[config.mk]
export PLATFORM = sky130hd
export DESIGN_NAME = iter_engine_rr_sched
export DESIGN_NICKNAME = d
export VERILOG_FILES = /design/src/rtl/iter_engine_rr_sched.sv
export SDC_FILE = /design/constraint.sdc
export NUM_CORES = 1
export LEC_CHECK = 0
export BUFFER_PORTS_ARGS = -buffer_cell sky130_fd_sc_hd__buf_2
export CAP_MARGIN = 10
export CORE_ASPECT_RATIO = 1.1
export CORE_UTILIZATION = 45
export DETAILED_ROUTE_END_ITERATION = 10
export PLACE_DENSITY = 0.72
export SLEW_MARGIN = 20
export SYNTH_ARGS = -nofsm -noshare
export SYNTH_HDL_FRONTEND = slang
export SYNTH_SLANG_ARGS = --single-unit
[constraint.sdc]
create_clock -name clock -period 1.71 [get_ports clock]
set_input_delay 0.4275 -clock clock [delete_from_list [all_inputs] [get_ports clock]]
set_output_delay 0.4275 -clock clock [all_outputs]
set_load 0.05 [all_outputs]
[src/rtl/iter_engine_rr_sched.sv]
// Round-robin owner arbitration for one shared iteration engine: grants a single
// requester, holds the engine enabled until done or watchdog abort, then rotates.
module iter_engine_rr_sched #(
  parameter int unsigned NUM_REQ        = 4,
  parameter int unsigned IDX_W          = 2,
  parameter int unsigned TIMEOUT_CYCLES = 4096,
  parameter int unsigned TMO_W          = 13
) (
  input  logic               clock,
  input  logic               reset,
  input  logic [NUM_REQ-1:0] in_req,
  input  logic               in_allItersDoneFlag,
  output logic               op_enableEntireModule,
  output logic [NUM_REQ-1:0] op_grant,
  output logic [IDX_W-1:0]   op_grantIdx,
  output logic               op_busy,
  output logic [NUM_REQ-1:0] op_doneToReq,
  output logic               op_timeoutErr
);

  localparam logic [IDX_W-1:0] PTR_RST  = IDX_W'(NUM_REQ - 1);
  localparam logic             TMO_EN   = (TIMEOUT_CYCLES != 0);
  localparam logic [TMO_W-1:0] TMO_LAST = TMO_W'((TIMEOUT_CYCLES == 0) ? 0 : TIMEOUT_CYCLES - 1);

  typedef enum logic [1:0] {
    ST_IDLE = 2'd0,
    ST_RUN  = 2'd1,
    ST_GAP  = 2'd2
  } state_t;

  state_t             r_state;
  logic [IDX_W-1:0]   r_ptr;
  logic [TMO_W-1:0]   r_wdog;
  logic [NUM_REQ-1:0] r_grant;
  logic [IDX_W-1:0]   r_idx;
  logic               r_busy;
  logic               r_en;
  logic [NUM_REQ-1:0] r_done;
  logic               r_tmo;

  state_t             w_state_nxt;
  logic [IDX_W-1:0]   w_ptr_nxt;
  logic [TMO_W-1:0]   w_wdog_nxt;
  logic [NUM_REQ-1:0] w_grant_nxt;
  logic [IDX_W-1:0]   w_idx_nxt;
  logic               w_busy_nxt;
  logic               w_en_nxt;
  logic [NUM_REQ-1:0] w_done_nxt;
  logic               w_tmo_nxt;

  logic               w_any;
  logic [IDX_W-1:0]   w_win;

  // Winner search: walk downward so the lowest offset from ptr+1 is the last write.
  always_comb begin
    int unsigned      cand;
    logic [IDX_W-1:0] ci;
    w_any = |in_req;
    w_win = '0;
    cand  = 0;
    ci    = '0;
    for (int i = int'(NUM_REQ); i >= 1; i--) begin
      cand = 32'(r_ptr) + 32'(i);
      if (cand >= NUM_REQ) cand = cand - NUM_REQ;
      ci = IDX_W'(cand);
      if (in_req[ci]) w_win = ci;
    end
  end

  always_comb begin
    w_state_nxt = r_state;
    w_ptr_nxt   = r_ptr;
    w_wdog_nxt  = r_wdog;
    w_grant_nxt = r_grant;
    w_idx_nxt   = r_idx;
    w_busy_nxt  = r_busy;
    w_en_nxt    = r_en;
    w_done_nxt  = '0;
    w_tmo_nxt   = 1'b0;
    case (r_state)
      ST_IDLE: begin
        if (w_any) begin
          w_grant_nxt = NUM_REQ'(1) << w_win;
          w_idx_nxt   = w_win;
          w_busy_nxt  = 1'b1;
          w_en_nxt    = 1'b1;
          w_wdog_nxt  = '0;
          w_state_nxt = ST_RUN;
        end
      end
      ST_RUN: begin
        if (r_wdog != '1) w_wdog_nxt = r_wdog + TMO_W'(1);
        // Completion outranks a coincident watchdog expiry.
        if (in_allItersDoneFlag) begin
          w_grant_nxt = '0;
          w_busy_nxt  = 1'b0;
          w_en_nxt    = 1'b0;
          w_done_nxt  = r_grant;
          w_ptr_nxt   = r_idx;
          w_state_nxt = ST_GAP;
        end else if (TMO_EN && (r_wdog == TMO_LAST)) begin
          w_grant_nxt = '0;
          w_busy_nxt  = 1'b0;
          w_en_nxt    = 1'b0;
          w_tmo_nxt   = 1'b1;
          w_ptr_nxt   = r_idx;
          w_state_nxt = ST_GAP;
        end
      end
      ST_GAP: begin
        w_state_nxt = ST_IDLE;
      end
      default: begin
        w_grant_nxt = '0;
        w_busy_nxt  = 1'b0;
        w_en_nxt    = 1'b0;
        w_state_nxt = ST_IDLE;
      end
    endcase
  end

  always_ff @(posedge clock) begin
    if (reset) begin
      r_state <= ST_IDLE;
      r_ptr   <= PTR_RST;
      r_wdog  <= '0;
      r_grant <= '0;
      r_idx   <= '0;
      r_busy  <= 1'b0;
      r_en    <= 1'b0;
      r_done  <= '0;
      r_tmo   <= 1'b0;
    end else begin
      r_state <= w_state_nxt;
      r_ptr   <= w_ptr_nxt;
      r_wdog  <= w_wdog_nxt;
      r_grant <= w_grant_nxt;
      r_idx   <= w_idx_nxt;
      r_busy  <= w_busy_nxt;
      r_en    <= w_en_nxt;
      r_done  <= w_done_nxt;
      r_tmo   <= w_tmo_nxt;
    end
  end

  assign op_enableEntireModule = r_en;
  assign op_grant              = r_grant;
  assign op_grantIdx           = r_idx;
  assign op_busy               = r_busy;
  assign op_doneToReq          = r_done;
  assign op_timeoutErr         = r_tmo;

endmodule

==> run metrics, run 1 <==
status=finished clean; Worst path max stage delay=0.37 ns; synthesized net count=158; Congestion Overflow GR=0; Placeable Area=~0.0028 sq mm; initial antenna violation count=0; DIE WIDTH=54.0 um; drc violations=0; Worst Max-Slew Pin Slew=between 0.3 and 0.4 ns; synthesis-to-finish area growth=26.4%; Setup crit end kind=flip-flop; ys flop type=dfxtp_1; Seq pwr share=46.2%; Slew Limit Fails=0; CTS max path bufs=2; flops & latches, synth=29; Syn Inst Count=150; num ports=20; Max Cap Violations=0; Post-synth ARST share=0%; largest net degree at the start of global routing=20; WL/cell=between 10 and 15 um; number of global-route vias before repair=1111; Layout Nets=about 200; Clock Latency Late Sink=0.33 ns; Total Routing Usage GR=19.9%; Clk pwr share=approximately 38%; H-Tree Depth=2; clock sink count=29; largest fanout on the critical path=6; Fin. Hold Viols=0; Setup TNS Final=0 ns; final wirelength=2680 um; Syn. warnings=0; Post-synth EDFFs=0; Internal=1.14 mW; dpl hpwl=roughly 2000 um; Avg Cell Area, Syn=between 8 and 9 sq um; unrepaired setup endpoints after global routing=no; type of the most critical hold path=primary input to flip-flop; most frequent cells in the layout=30 x nor2_1, 28 x dfxtp_1, 19 x buf_2; CP Launch Type=flip-flop; First-pass DRT Iterations=4; GPL Wtd Cong=between 0.8 and 0.9; First DRT Iteration DRCs=15; Max Clock Skew=between 0.009 and 0.01 ns; slowest CP cell=dfxtp_1; cell leakage power=0.701 nW; fraction of layout cells with a size suffix above 1=29.6%; TritonCTS clock tree=done; first-pass GRT wire length=4560 um; switching power=0.423 mW; Worst Path Class, Setup=flip-flop to flip-flop; number of routed nets with antenna violations=0; Worst-path clk slew=0.09 ns; Tmin final=1.60 ns; WP buf/inv=1; num rows=20; IO buf count=19; post-synth cell types=39; critical-path cell list=ha_2, nand3_4, nor4_4, buf_4, nor3_1, xnor2_1, nor2_1; sequential area share after synthesis=43.4%; commonest non-fill, non-tap cell in the layout=nor2_1; die height=59.2 um; CTS Buf Count=5; period utilisation layout=between 90% and 100%; starting density of the core=47.8%; Overall Power=1.57 mW; Max Freq=626 MHz; CP Data Required Time=1.92 ns; post-synthesis cell area=around 0.0013 sq mm; Setup-failing EPs final=0; logic gate share of total power=around 16%; PwrDens=between 900 and 1000 mW/mm^2; Peak VDD IR=0.000770 V; Net Sw Frac=27.0%; Vias/cell=5.33; via count=~1200; hold buffers post-CTS=0; Top delay family on crit path=simple AND/OR/NAND/NOR gates; n_diodes=0; CP arrival=approximately 1.8 ns; Root Buffer=clkbuf_4; Die ar.=0.00320 sq mm; max_slew headroom=74.4%
-- power by group through the flow --
stage	registers, mW	clock network (mW)	logic, mW
global route	0.728	0.632	0.279
CTS	0.724	0.597	0.256
floorplan	0.792	0	0.116
finish	0.724	0.589	0.255
global placement	0.738	0	0.250
detailed placement	0.740	0	0.255
-- final timing paths --
kind,cells after the start,start,slack (ns),to
worst max-delay path,7,r_wdog[1]$_SDFFE_PP0P_,0.11,r_wdog[3]$_SDFFE_PP0P_
worst min-delay path,2,in_allItersDoneFlag,0.34,op_timeoutErr$_SDFF_PP0_
worst max register to register,7,r_wdog[1]$_SDFFE_PP0P_,0.11,r_wdog[3]$_SDFFE_PP0P_
worst min register to register,2,op_grant[3]$_SDFFE_PP0P_,0.49,op_grant[3]$_SDFFE_PP0P_
-- state kept, by name (all words and copies together) (netlist names) --
| register | flops |
|---|---|
| op_doneToReq | 4 |
| op_enableEntireModule | 1 |
| op_grant | 4 |
| op_grantIdx | 2 |
| op_timeoutErr | 1 |
| r_ptr | 2 |
| r_state | 2 |
| r_wdog | 13 |
-- cell families after synthesis --
logic type                 Yosys count  synth area share (%)
AOI/OAI and AO/OA                   22                  10.9
xor gates and xnor gates            10                  6.54
adders and majority gates            1                 0.934
buffers and inverters                8                  3.08
DFF                                 29                  43.4
muxes                                2                  1.50
and+or+nand+nor                     78                  33.6
-- through the flow --
step	std cells	util [%]	worst slack, ns	area [sq um]	hold WS (ns)
2_1_floorplan	150	-	0.177	1340	0.504
3_3_place_gp	213	56.3	-0.0227	1580	0.461
3_5_place_dp	213	56.3	-0.0842	1580	0.468
4_1_cts	221	59.3	0.00180	1660	0.319
5_1_grt	222	60.4	0.0108	1690	0.326
6_report	222	60.4	0.112	1690	0.342
-- cell usage after synthesis, types with 2 or more instances --
cell	number	share of area [%]
clkbuf_1	3	0.84
nor3_1	7	2.6
nor2_1	30	8.4
a22oi_1	2	1.1
nor4_2	3	2.8
nor4b_1	3	2.0
and2_1	4	1.9
nor4_1	4	1.9
nor3b_1	2	1.1
o21ai_0	2	0.75
dfxtp_1	29	43
nand2b_1	4	1.9
mux2i_1	2	1.5
inv_1	3	0.84
a21oi_1	9	3.4
nand3_1	3	1.1
nand2_1	8	2.2
xnor2_1	10	6.5
nor2b_1	2	0.93
-- cell type report --
| cell class | instances | area (sq um) |
|---|---|---|
| clock buffer | 7 | 55.1 |
| clock inverter | 1 | 30.0 |
| fill | 260 | 1110 |
| inverter | 3 | 11.3 |
| multi-input combinational | 113 | 738 |
| sequential | 29 | 582 |
| tap | 33 | 41.3 |
| timing repair buffer | 36 | 235 |
-- layer usage --
layer  GRT usage [%]  vias up  share of wire [%]
met5               0        -                  0
met4            7.69        0                1.4
met3            7.69        5                4.4
met2            34.2       22                 50
met1            21.7      552                 44
li1                -      605                  -
-- repair_timing --
action / in CTS / in global routing
buffers inserted: 0 / 1
setup endpoints to repair: 0 / 20
gates resized for setup: 0 / 5
endpoints found under the hold margin: 0 / 0
Note: power is estimated with default switching activity, not from simulation.
==> inputs of run 2 (changes only) <==
CORE_UTILIZATION = 42   (was 45)
PLACE_DENSITY = 0.69   (was 0.72)
==> run metrics, run 2 (synthesized netlist as in run 1, its figures left out) <==
number of global-route vias before repair=1139; Hold EP=op_timeoutErr$_SDFF_PP0_; M1 wire length=approximately 1200 um; Layout Nets=197; Max Clock Skew=~0.0057 ns; PwrDens=around 820 mW/mm^2; Setup crit end kind=flip-flop; Worst-path clk slew=~0.090 ns; max_slew headroom=roughly 73%; number of cells on the worst reg-to-reg path=7; dpl hpwl=2160 um; number of routed nets with antenna violations=0; final wirelength=around 2800 um; cell leakage power=just under 0.7 nW; Worst Path Class, Setup=flip-flop to flip-flop; n_diodes=0; critical-path cell list=ha_1, nand3_4, nor4_4, buf_4, nor4_1, xnor2_1, nor2_1; met2 WL=1520 um; unrepaired setup endpoints after global routing=yes; Worst Max-Slew Pin Slew=0.404 ns; IO buf count=19; hold path cells=2; Peak VDD IR=0.000558 V; largest fanout on the critical path=6; slowest CP cell=nor4_1; most frequent cells in the layout=30 x nor2_1, 29 x dfxtp_1, 19 x buf_2; worst reg2reg startpoint=r_wdog[1]$_SDFFE_PP0P_; Largest register FFs=13; worst slack at placement=-0.0630 ns; GPL Wtd Cong=approximately 0.73; worst reg-to-reg setup slack=0.10 ns; Die ar.=0.00342 sq mm; Largest Register=r_wdog; final instance area=between 0.0015 and 0.002 sq mm; Clock Latency Late Sink=0.33 ns; Overall Power=1.37 mW; Vias/cell=between 5 and 6; Worst path max stage delay=0.35 ns; Max Cap Violations=0; min-delay src=in_allItersDoneFlag; type of the most critical hold path=primary input to flip-flop; Multi-input gate area=736 sq um; Sequential Area=581 sq um; hold buffers post-CTS=0; num rows=21; status=finished clean; WP buf/inv=1; Tmin final=1.61 ns; number of fill cells=277; initial antenna violation count=0; final cell count without fillers=224; Top delay family on crit path=simple AND/OR/NAND/NOR gates; Setup-failing EPs final=0; CP Data Required Time=between 1.5 and 2 ns; Slew Limit Fails=0; H-Tree Depth=2; CP Launch Type=flip-flop; FF-to-FF End=r_wdog[5]$_SDFFE_PP0P_; clock sink count=29; placed cell area=around 0.0016 sq mm; CTS Buf Count=5; metal3 WL=approximately 110 um; Total Routing Usage GR=18.6%; Top Layer Used=met4; WL/cell=~13 um; drc violations=0; Final WS setup=around 0.10 ns; fraction of layout cells with a size suffix above 1=28.9%; DIE WIDTH=55.8 um; First DRT Iteration DRCs=30; Max Freq=just over 600 MHz; Fin. Hold Viols=0; CTS max path bufs=2; first-pass GRT wire length=between 4000 and 5000 um; commonest non-fill, non-tap cell in the layout=nor2_1; via count=1189; TritonCTS clock tree=done; First-pass DRT Iterations=4; period utilisation layout=94.0%; largest net degree at the start of global routing=20; Root Buffer=clkbuf_4; post-placement cell count=215; CP arrival=1.82 ns; Congestion Overflow GR=0; synthesis-to-finish area growth=24.3%; starting density of the core=43.9%; num ports=20; Placeable Area=0.00305 sq mm; die height=61.2 um
run 2: how the worst max path moves through the flow:
stage,end,cells past startpoint,slack (ns),from
3_5_place_dp,r_wdog[3]$_SDFFE_PP0P_,6,-0.06,in_req[0]
5_1_grt,r_wdog[5]$_SDFFE_PP0P_,7,-0.02,r_wdog[1]$_SDFFE_PP0P_
6_report,r_wdog[5]$_SDFFE_PP0P_,7,0.10,r_wdog[1]$_SDFFE_PP0P_
3_3_place_gp,r_wdog[3]$_SDFFE_PP0P_,6,-0.01,in_req[0]
2_1_floorplan,r_ptr[0]$_SDFFE_PP1P_,6,0.18,r_wdog[0]$_SDFFE_PP0P_
4_1_cts,r_wdog[4]$_SDFFE_PP0P_,6,0.02,r_wdog[1]$_SDFFE_PP0P_
run 2: metal layers:
metal,GRT usage [%],up-vias
met4,11.8,0
li1,-,602
met3,7.35,7
met2,33.9,20
met5,0,-
met1,18.2,560
run 2: cell type report:
| type | count | share of cell area, % |
|---|---|---|
| clock buffer | 6 | 2.48 |
| clock inverter | 2 | 0.602 |
| inverter | 3 | 0.677 |
| multi-input combinational | 113 | 44.2 |
| sequential | 29 | 34.9 |
| tap | 34 | 2.56 |
| timing repair buffer | 37 | 14.6 |
run 2: where the power goes:
group | switching (mW) | total [mW] | internal, mW
Clock | 0.237 | 0.394 | 0.156
Sequential | 0.0244 | 0.726 | 0.701
Combinational | 0.160 | 0.251 | 0.0908
run 2: metrics by stage:
stage / TNS, ns / utilization, % / hold slack (ns)
after detailed placement: -0.689 / 52.1 / 0.479
after floorplan: 0 / - / 0.504
after global routing: -0.0267 / 54.6 / 0.338
after global placement: -0.0605 / 52.1 / 0.469
after CTS: 0 / 53.7 / 0.317
final: 0 / 54.6 / 0.330
run 2: timing repair:
item                       CTS  global route
setup buffers                0             1
setup endpoints to repair    0            15
resized for setup            0             3
